==> src/rtl/scoreboard_hazard_unit.sv <==
// ID-stage scoreboard: per-register bypass countdown, RAW/WAW stall, EX kill and halt/drain.
// Optional `HAZ_PERF_CNT_EN adds a saturating stall_cycles counter output.
module scoreboard_hazard_unit #(
    parameter  int REG_ADDR_W   = 5,
    parameter  int NUM_RD_PORTS = 2,
    parameter  int LAT_W        = 3,
    localparam int NREGS        = 2**REG_ADDR_W
) (
    input  logic                               clk,
    input  logic                               rst_n,
    input  logic                               issue_vld,
    input  logic                               issue_we,
    input  logic [REG_ADDR_W-1:0]              issue_dst,
    input  logic [LAT_W-1:0]                   issue_lat,
    input  logic                               issue_hlt,
    input  logic [NUM_RD_PORTS-1:0]            rd_en,
    input  logic [NUM_RD_PORTS*REG_ADDR_W-1:0] rd_addr,
    input  logic                               flush,
    input  logic                               kill_ex,
    output logic                               stall,
    output logic [NUM_RD_PORTS-1:0]            raw_hazard,
    output logic                               waw_hazard,
    output logic [NREGS-1:0]                   busy_vec,
    output logic                               halted,
    output logic                               drained
`ifdef HAZ_PERF_CNT_EN
    ,
    output logic [31:0]                        stall_cycles
`endif
);

    logic [LAT_W-1:0]      cnt      [NREGS];
    logic [LAT_W-1:0]      cnt_nxt  [NREGS];
    logic                  last_vld;
    logic [REG_ADDR_W-1:0] last_dst;
    logic [LAT_W-1:0]      last_prev;
    logic                  accept;
    logic                  issue_wr;

    function automatic logic [LAT_W-1:0] sat_dec(input logic [LAT_W-1:0] x);
        return (x == '0) ? '0 : x - 1'b1;
    endfunction

    // Hazard checks use pre-issue state, so an instruction never hazards on itself.
    always_comb begin
        // NOTE: every always_comb output gets a default first so no path can infer a latch.
        raw_hazard = '0;
        for (int i = 0; i < NUM_RD_PORTS; i++) begin
            raw_hazard[i] = rd_en[i]
                          && (rd_addr[i*REG_ADDR_W +: REG_ADDR_W] != '0)
                          && (cnt[rd_addr[i*REG_ADDR_W +: REG_ADDR_W]] != '0);
        end
    end

    assign waw_hazard = issue_vld && issue_we && (issue_dst != '0) && (cnt[issue_dst] > issue_lat);
    assign stall      = halted || (issue_vld && !flush && ((|raw_hazard) || waw_hazard));
    assign accept     = issue_vld && !flush && !stall;
    assign issue_wr   = accept && issue_we && (issue_dst != '0);

    always_comb begin
        busy_vec = '0;
        for (int r = 0; r < NREGS; r++) begin
            busy_vec[r] = (cnt[r] != '0);
        end
    end

    assign drained = halted && !(|busy_vec);

    // A new issue outranks a kill; a killed write restores the countdown it displaced.
    always_comb begin
        for (int r = 0; r < NREGS; r++) begin
            cnt_nxt[r] = sat_dec(cnt[r]);
        end
        if (issue_wr) begin
            cnt_nxt[issue_dst] = issue_lat;
        end else if (kill_ex && last_vld) begin
            cnt_nxt[last_dst] = sat_dec(last_prev);
        end
        cnt_nxt[0] = '0;
    end

    // NOTE: the counter array is small flop storage, not a RAM, so it is reset with everything else.
    always_ff @(posedge clk or negedge rst_n) begin
        if (!rst_n) begin
            for (int r = 0; r < NREGS; r++) begin
                cnt[r] <= '0;
            end
            last_vld  <= 1'b0;
            last_dst  <= '0;
            last_prev <= '0;
            halted    <= 1'b0;
        end else begin
            // NOTE: sequential state uses non-blocking assignments so all flops see pre-edge values.
            cnt      <= cnt_nxt;
            last_vld <= issue_wr;
            last_dst <= issue_dst;
            if (issue_wr) begin
                last_prev <= sat_dec(cnt[issue_dst]);
            end
            if (accept && issue_hlt) begin
                halted <= 1'b1;
            end
        end
    end

`ifdef HAZ_PERF_CNT_EN
    // Counts hazard stalls only; the permanent stall after HLT is excluded.
    always_ff @(posedge clk or negedge rst_n) begin
        if (!rst_n) begin
            stall_cycles <= '0;
        end else if (issue_vld && !flush && stall && !halted && (stall_cycles != '1)) begin
            stall_cycles <= stall_cycles + 32'd1;
        end
    end
`endif

endmodule

==> config.mk <==
export PLATFORM = sky130hd
export DESIGN_NAME = scoreboard_hazard_unit
export DESIGN_NICKNAME = d
export VERILOG_FILES = /design/src/rtl/scoreboard_hazard_unit.sv
export SDC_FILE = /design/constraint.sdc
export NUM_CORES = 1
export LEC_CHECK = 0
export CAP_MARGIN = 30
export CORE_MARGIN = 2
export CORE_UTILIZATION = 50
export CTS_CLUSTER_SIZE = 16
export DETAILED_ROUTE_END_ITERATION = 16
export DONT_BUFFER_PORTS = 1
export PLACE_DENSITY = 0.76
export SKIP_CTS_REPAIR_TIMING = 1
export SLEW_MARGIN = 40
export SYNTH_ARGS = -nofsm -noshare
export SYNTH_HDL_FRONTEND = slang
export SYNTH_SLANG_ARGS = --single-unit
==> constraint.sdc <==
create_clock -name clk -period 8.3 [get_ports clk]
set_clock_uncertainty 0.15 [all_clocks]
set_input_delay 0.415 -clock clk [delete_from_list [all_inputs] [get_ports clk]]
set_output_delay 0.415 -clock clk [all_outputs]
set_load 0.005 [all_outputs]
==> results of run 1 <==
-- worst paths after layout --
path / from / to
worst max-delay path: cnt[73] / last_prev[2]
worst min-delay path: issue_lat[2] / cnt[5]
worst max register to register: cnt[73] / last_prev[2]
worst min register to register: last_prev[2] / last_prev[2]
max in group asynchronous: rst_n / cnt[64]
min in group asynchronous: rst_n / cnt[21]
-- layout make-up --
| cell class | count | area, um^2 | area share, % |
|---|---|---|---|
| clock inverter | 3 | 40.0 | 0.387 |
| tap | 265 | 332 | 3.21 |
| multi-input combinational | 923 | 6550 | 63.3 |
| clock buffer | 13 | 270 | 2.61 |
| inverter | 107 | 402 | 3.88 |
| sequential | 103 | 2580 | 24.9 |
| timing repair buffer | 18 | 178 | 1.72 |
-- layer usage --
layer / GRT usage, % / wire, um / share of wire [%] / vias up
li1: - / - / - / 4237
met1: 41.9 / 12800 / 38 / 4534
met2: 50.4 / 14800 / 44 / 634
met3: 7.68 / 3990 / 12 / 125
met4: 18.2 / 1760 / 5.3 / 0
met5: 0 / 0 / 0 / -
-- worst register-to-register path: cells and delay by family (launching register included) --
kind | cells | cell delay (ns)
flops | 1 | 0.42
mux | 2 | 0.92
compound gates | 3 | 0.53
simple gates | 5 | 1.53
buf+inv | 2 | 0.67
fa+ha+maj | 1 | 0.30
-- synthesized netlist by cell type (all sizes together), types with 5 or more instances --
library cell,count,area [um^2]
inv,107,402
a22o,33,289
nor3b,7,52.6
a31oi,5,31.3
mux4,28,631
nand4b,16,140
nand4,42,263
nand3,71,355
nor2,117,439
nor4,20,125
ha,69,863
nand3b,5,37.5
nor3,64,320
o21ai,59,295
a21oi,54,270
mux2i,128,1280
a22oi,10,75.1
buf,27,166
dfrtp,103,2580
mux2,5,56.3
nand2,125,469
nand2b,7,43.8
clkbuf,48,180
-- cell families (layout without fill, tap and decap cells) --
family | count (synthesis) | in the layout | synth area share, %
AO/OA/AOI/OAI | 191 | 191 | 12.6
adder cells (fa/ha/maj) | 69 | 69 | 8.78
other | 1 | 1 | 0.0381
multiplexers | 161 | 161 | 20.0
buffers and inverters | 182 | 141 | 7.61
flip-flops | 103 | 103 | 26.2
AND/OR/NAND/NOR | 501 | 501 | 24.8
-- report_power, final --
| group | switching (W) | leakage, nW | total, W | internal (W) |
|---|---|---|---|---|
| Sequential | 0.0000531 | 1.42 | 0.000586 | 0.000533 |
| Clock | 0.000218 | 0.156 | 0.000476 | 0.000259 |
| Combinational | 0.000303 | 3.43 | 0.000465 | 0.000162 |
| Total | 0.000574 | 5.00 | 0.00153 | 0.000954 |
-- placed cells by master, fill, tap and decap left out, types with 28 or more instances in the layout --
cell     netlist  layout
a22o_1        33      33
mux2i_1      128     128
mux4_2        28      28
inv_1        107     106
nor3_1        64      64
nand3_1       71      71
a21oi_1       54      54
ha_1          69      69
nand4_1       42      42
nand2_1      125     125
dfrtp_1      103     103
nor2_1       117     115
o21ai_0       59      58
-- per-stage QoR --
stage / setup slack, ns / total power (W)
final: 3.66 / 0.00153
after CTS: 3.73 / 0.00150
after global routing: 3.36 / 0.00159
after detailed placement: 3.72 / 0.00103
after global placement: 3.84 / 0.00102
after floorplan: 4.11 / 0.000899
-- sequential cells by signal, summed over array words and instances, names as in the netlist --
register   flops
last_dst       5
last_prev      3
halted         1
cnt           93
last_vld       1
==> impl_metrics.ini, run 1 <==
[finish]
final_cell_area_mm2 = 0.0103
finalNonFillerCells = 1432
fill_cells = 1818
fin_util_pct = 53.3
layout-drive-gt1-share_pct = 6.08
nets = 1258
diodes = 0
area_growth_pct = 5.21

[die]
fp.coreArea_mm2 = 0.0194
rows = 51
floorplan.initialDensity_pct = 50.7
dieWidth_um = 144
die_area_mm2 = 0.0208
die-height_um = 144
io_pins = 65

[status]
outcome = finished, final reports clean

[global_route]
antenna_found_initial = 1
grt_max_degree = 104
grt_pass1_wl_um = 51200
grt-ovfl-total = 0
grtUsageTotal_pct = 32.5
grt_pass1_vias = 9167

[critical_path]
start_kind = flop
cp_max_fo = 40
critPathBufInv = 2
crit_cells = 13
r2r_slack_ns = 3.66
worst-r2r-cell-count = 13
cpLargestDelayFamily = simple AND/OR/NAND/NOR gates
path_cells = mux4_2 > a22oi_1 > nand2_1 > nor3_1 > inv_1 > ha_1 > a21o_1 > a21oi_1 > nor3_1 > nor4_2 > and2_4 > buf_4 > mux2_1
crit_path_frequent_cell = nor3_1
critPathKind = reg -> reg
critical_path_required_ns = 8.40
worstSetupEndpointType = flop
slowest_stage = and2_4
critical_path.max_stage_delay_ns = 0.74
cp.arrival_ns = 4.74

[logic_synthesis]
yosysWarnings = 0
ys_seq_elements = 103
synth_edf_count = 0
synth_cells = 1208
yosysSeqAreaShare_pct = 26.2
synth_area_mm2 = 0.00983
ys.flop_type = dfrtp_1
syn_avg_cell_area_um2 = 8.14
syn-num-nets = 1304
synth_cell_types = 55
async_flop_share_pct = 100

[routing]
vias = 9530
routed_wirelength_um = 33400
drt-pass1-iter-count = 6
post-route-drc-count = 0
drt_iter0_markers = 1304
viasPerCell = 6.66
avgRoutedWirePerCell_um = 23.3
drtAntennaViolNets = 0

[place]
place_inst = 1409
place_congestion = 1.00
dp_hpwl_um = 22600
placed_area_mm2 = 0.00994
port_buffers = 0

[clocking]
h-tree-depth = 3
cts_tree = done
clkSinkCount = 103
clk_pin_slew_worst_paths_ns = 0.07
numCtsBuffers = 9
cts_root_buffer = clkbuf_16
clock_latency_ns = 0.37
clk_path_buf_depth = 2

[pwr]
max-vdd-ir-drop_mv = 0.0680
power_density_mw_per_mm2 = 148
leakagePower_nw = 5.00

[sta]
setup_viol = 0
drv_slew = 0
tightest_slew_ns = 0.912
setup_tns_ns = 0
fin_crit_ns = 4.64
finalCritPeriodShare_pct = 55.8
timing.fmax_mhz = 216
rsz0062_at_grt = no
maxSlewHeadroom_pct = 38.8
whs_ns = 0.0443
hold_viol_final = 0

[min_path]
worst_hold_path_type = in -> reg
hold_depth = 2

[flow_run]
drv_cap = 0
Note: power is estimated with default switching activity, not from simulation.
==> run 2, diff against run 1 <==
--- a/config.mk
+++ b/config.mk
@@ -5,6 +5,7 @@
 export SDC_FILE = /design/constraint.sdc
 export NUM_CORES = 1
 export LEC_CHECK = 0
+export ABC_AREA = 1
 export CAP_MARGIN = 30
 export CORE_MARGIN = 2
 export CORE_UTILIZATION = 50
==> constraint.sdc (replaced) <==
create_clock -name clk -period 4.5 [get_ports clk]
set_clock_uncertainty 0.15 [all_clocks]
set_input_delay 0.225 -clock clk [delete_from_list [all_inputs] [get_ports clk]]
set_output_delay 0.225 -clock clk [all_outputs]
set_load 0.005 [all_outputs]
==> impl_metrics.ini, run 2 <==
[sta]
maxSlewHeadroom_pct = 41.6
setup_viol = 0
hold_viol_final = 0
finalCritPeriodShare_pct = 77.7
fin_crit_ns = 3.50
timing.fmax_mhz = 286
drv_slew = 0
setup_tns_ns = 0
tightest_slew_ns = 0.875
rsz0062_at_grt = no

[clocking]
cts_tree = done
clk_path_buf_depth = 2
cts_root_buffer = clkbuf_16
clock_latency_ns = 0.37
clk_pin_slew_worst_paths_ns = 0.08
numCtsBuffers = 9
clkSinkCount = 103
h-tree-depth = 3

[place]
dp_hpwl_um = 24200
place_congestion = 1.01
placed_area_mm2 = 0.0100
port_buffers = 0

[die]
fp.coreArea_mm2 = 0.0193
dieWidth_um = 144
die_area_mm2 = 0.0206
die-height_um = 144
io_pins = 65
floorplan.initialDensity_pct = 50.5
rows = 51

[finish]
reg_top3 = cnt: 93 flops, last_dst: 5 flops, last_prev: 3 flops
multi_input_area_mm2 = 0.00623
area_growth_pct = 7.06
diodes = 0
layout-drive-gt1-share_pct = 3.36
final_cell_area_mm2 = 0.0104
largest_register = cnt
final_cell_mix = 614 x nand2_1, 261 x o21ai_0, 184 x inv_1
layout_commonest_cell = nand2_1
largest_register_ffs = 93
fill_cells = 1971
seqCellArea_mm2 = 0.00258
nets = 1726

[routing]
drt-pass1-iter-count = 6
drtAntennaViolNets = 0
avgRoutedWirePerCell_um = 18.7
viasPerCell = 5.82
vias = 11100
drt_iter0_markers = 1505
post-route-drc-count = 0
routed_wirelength_um = 35500

[logic_synthesis]
yosysMostFrequentCell = nand2_1
synth_top_area_share_pct = 26.5
syn-num-nets = 1748
synth_area_leader_cell = dfrtp_1
synthTopCellsByArea = dfrtp_1 26%, nand2_1 24%, o21ai_0 13%
syn_avg_cell_area_um2 = 5.89
synth_cells = 1652
yosysSeqAreaShare_pct = 26.5
yosysWarnings = 0
synth_edf_count = 0
synth_area_mm2 = 0.00973
synth_cell_types = 28
ys_top_cells_by_count = 614 x nand2_1, 261 x o21ai_0, 184 x inv_1
async_flop_share_pct = 100
ys.flop_type = dfrtp_1
ys_seq_elements = 103

[global_route]
grt_pass1_wl_um = 54400
grt-ovfl-total = 0
grtUsageTotal_pct = 34.7
grt_pass1_vias = 9868
grt_max_degree = 104
antenna_found_initial = 0

[pwr]
power_density_mw_per_mm2 = 189
leakagePower_nw = 5.48
max-vdd-ir-drop_mv = 0.176

[critical_path]
cp.arrival_ns = 3.12
start_kind = input pin
critical_path_required_ns = 4.12
worstSetupEndpointType = output pin
critPathKind = in -> out
cp_max_fo = 17

[flow_run]
drv_cap = 0

[status]
outcome = finished, final reports clean

[min_path]
worst_hold_path_type = in -> reg
-- run 2: cell type report --
class	count	area share [%]
multi-input combinational	1296	59.8
tap	265	3.18
timing repair buffer	30	2.76
clock buffer	11	2.33
sequential	103	24.7
clock inverter	5	0.324
inverter	190	6.87
-- run 2: final timing paths --
check                             startpoint            to  slack, ns  depth (start not counted)
worst max-delay path            issue_dst[1]         stall       1.00                         12
worst min-delay path            issue_dst[4]       cnt[71]       0.20                          5
max in group asynchronous              rst_n       cnt[57]       3.43                          2
worst max register to register       cnt[38]       cnt[30]       1.03                         15
min in group asynchronous              rst_n       cnt[18]       0.32                          2
worst min register to register  last_prev[2]  last_prev[2]       0.39                          2
-- run 2: metrics by stage --
stage	cells	worst slack, ns	hold slack [ns]	utilization [%]	total power (W)
floorplan	1652	1.48	-0.221	-	0.00108
global placement	1876	0.913	-0.215	51.9	0.00115
detailed placement	1876	0.871	-0.214	52.1	0.00115
CTS	1892	1.12	-0.607	53.5	0.00192
global route	1900	0.809	0.225	54.1	0.00202
finish	1900	1.00	0.205	54.1	0.00197
-- run 2: where the power goes --
part	total, W	internal (W)	switching, W
Clock	0.000793	0.000391	0.000402
Sequential	0.000935	0.000929	0.00000558
Combinational	0.000238	0.0000531	0.000185
-- run 2: metal layers --
layer	vias up	global-route usage (%)	wire (um)
met1	5026	44.6	13900
met5	-	0	0
met3	127	12.0	4660
met4	0	16.4	1760
li1	5226	-	-
met2	683	52.4	15200
-- run 2: worst max-delay path, cell delays in order --
cell and delay [ns]:
nand2_1 0.39, buf_4 0.38, o22ai_1 0.13, o21ai_0 0.53, nand4_1 0.26, ha_1 0.36, nand2_1 0.05, o21ai_0 0.14
nand4_1 0.17, nand2_1 0.14, nor2_1 0.09, o21ai_0 0.25
-- run 2: cells by family after synthesis --
| logic type | Yosys count | share of synthesized area, % |
|---|---|---|
| AO/OA/AOI/OAI | 307 | 16.2 |
| adder cells (fa/ha/maj) | 69 | 8.87 |
| buffers and inverters | 253 | 10.2 |
| AND/OR/NAND/NOR | 919 | 38.2 |
| other | 1 | 0.0385 |
| flip-flops | 103 | 26.5 |
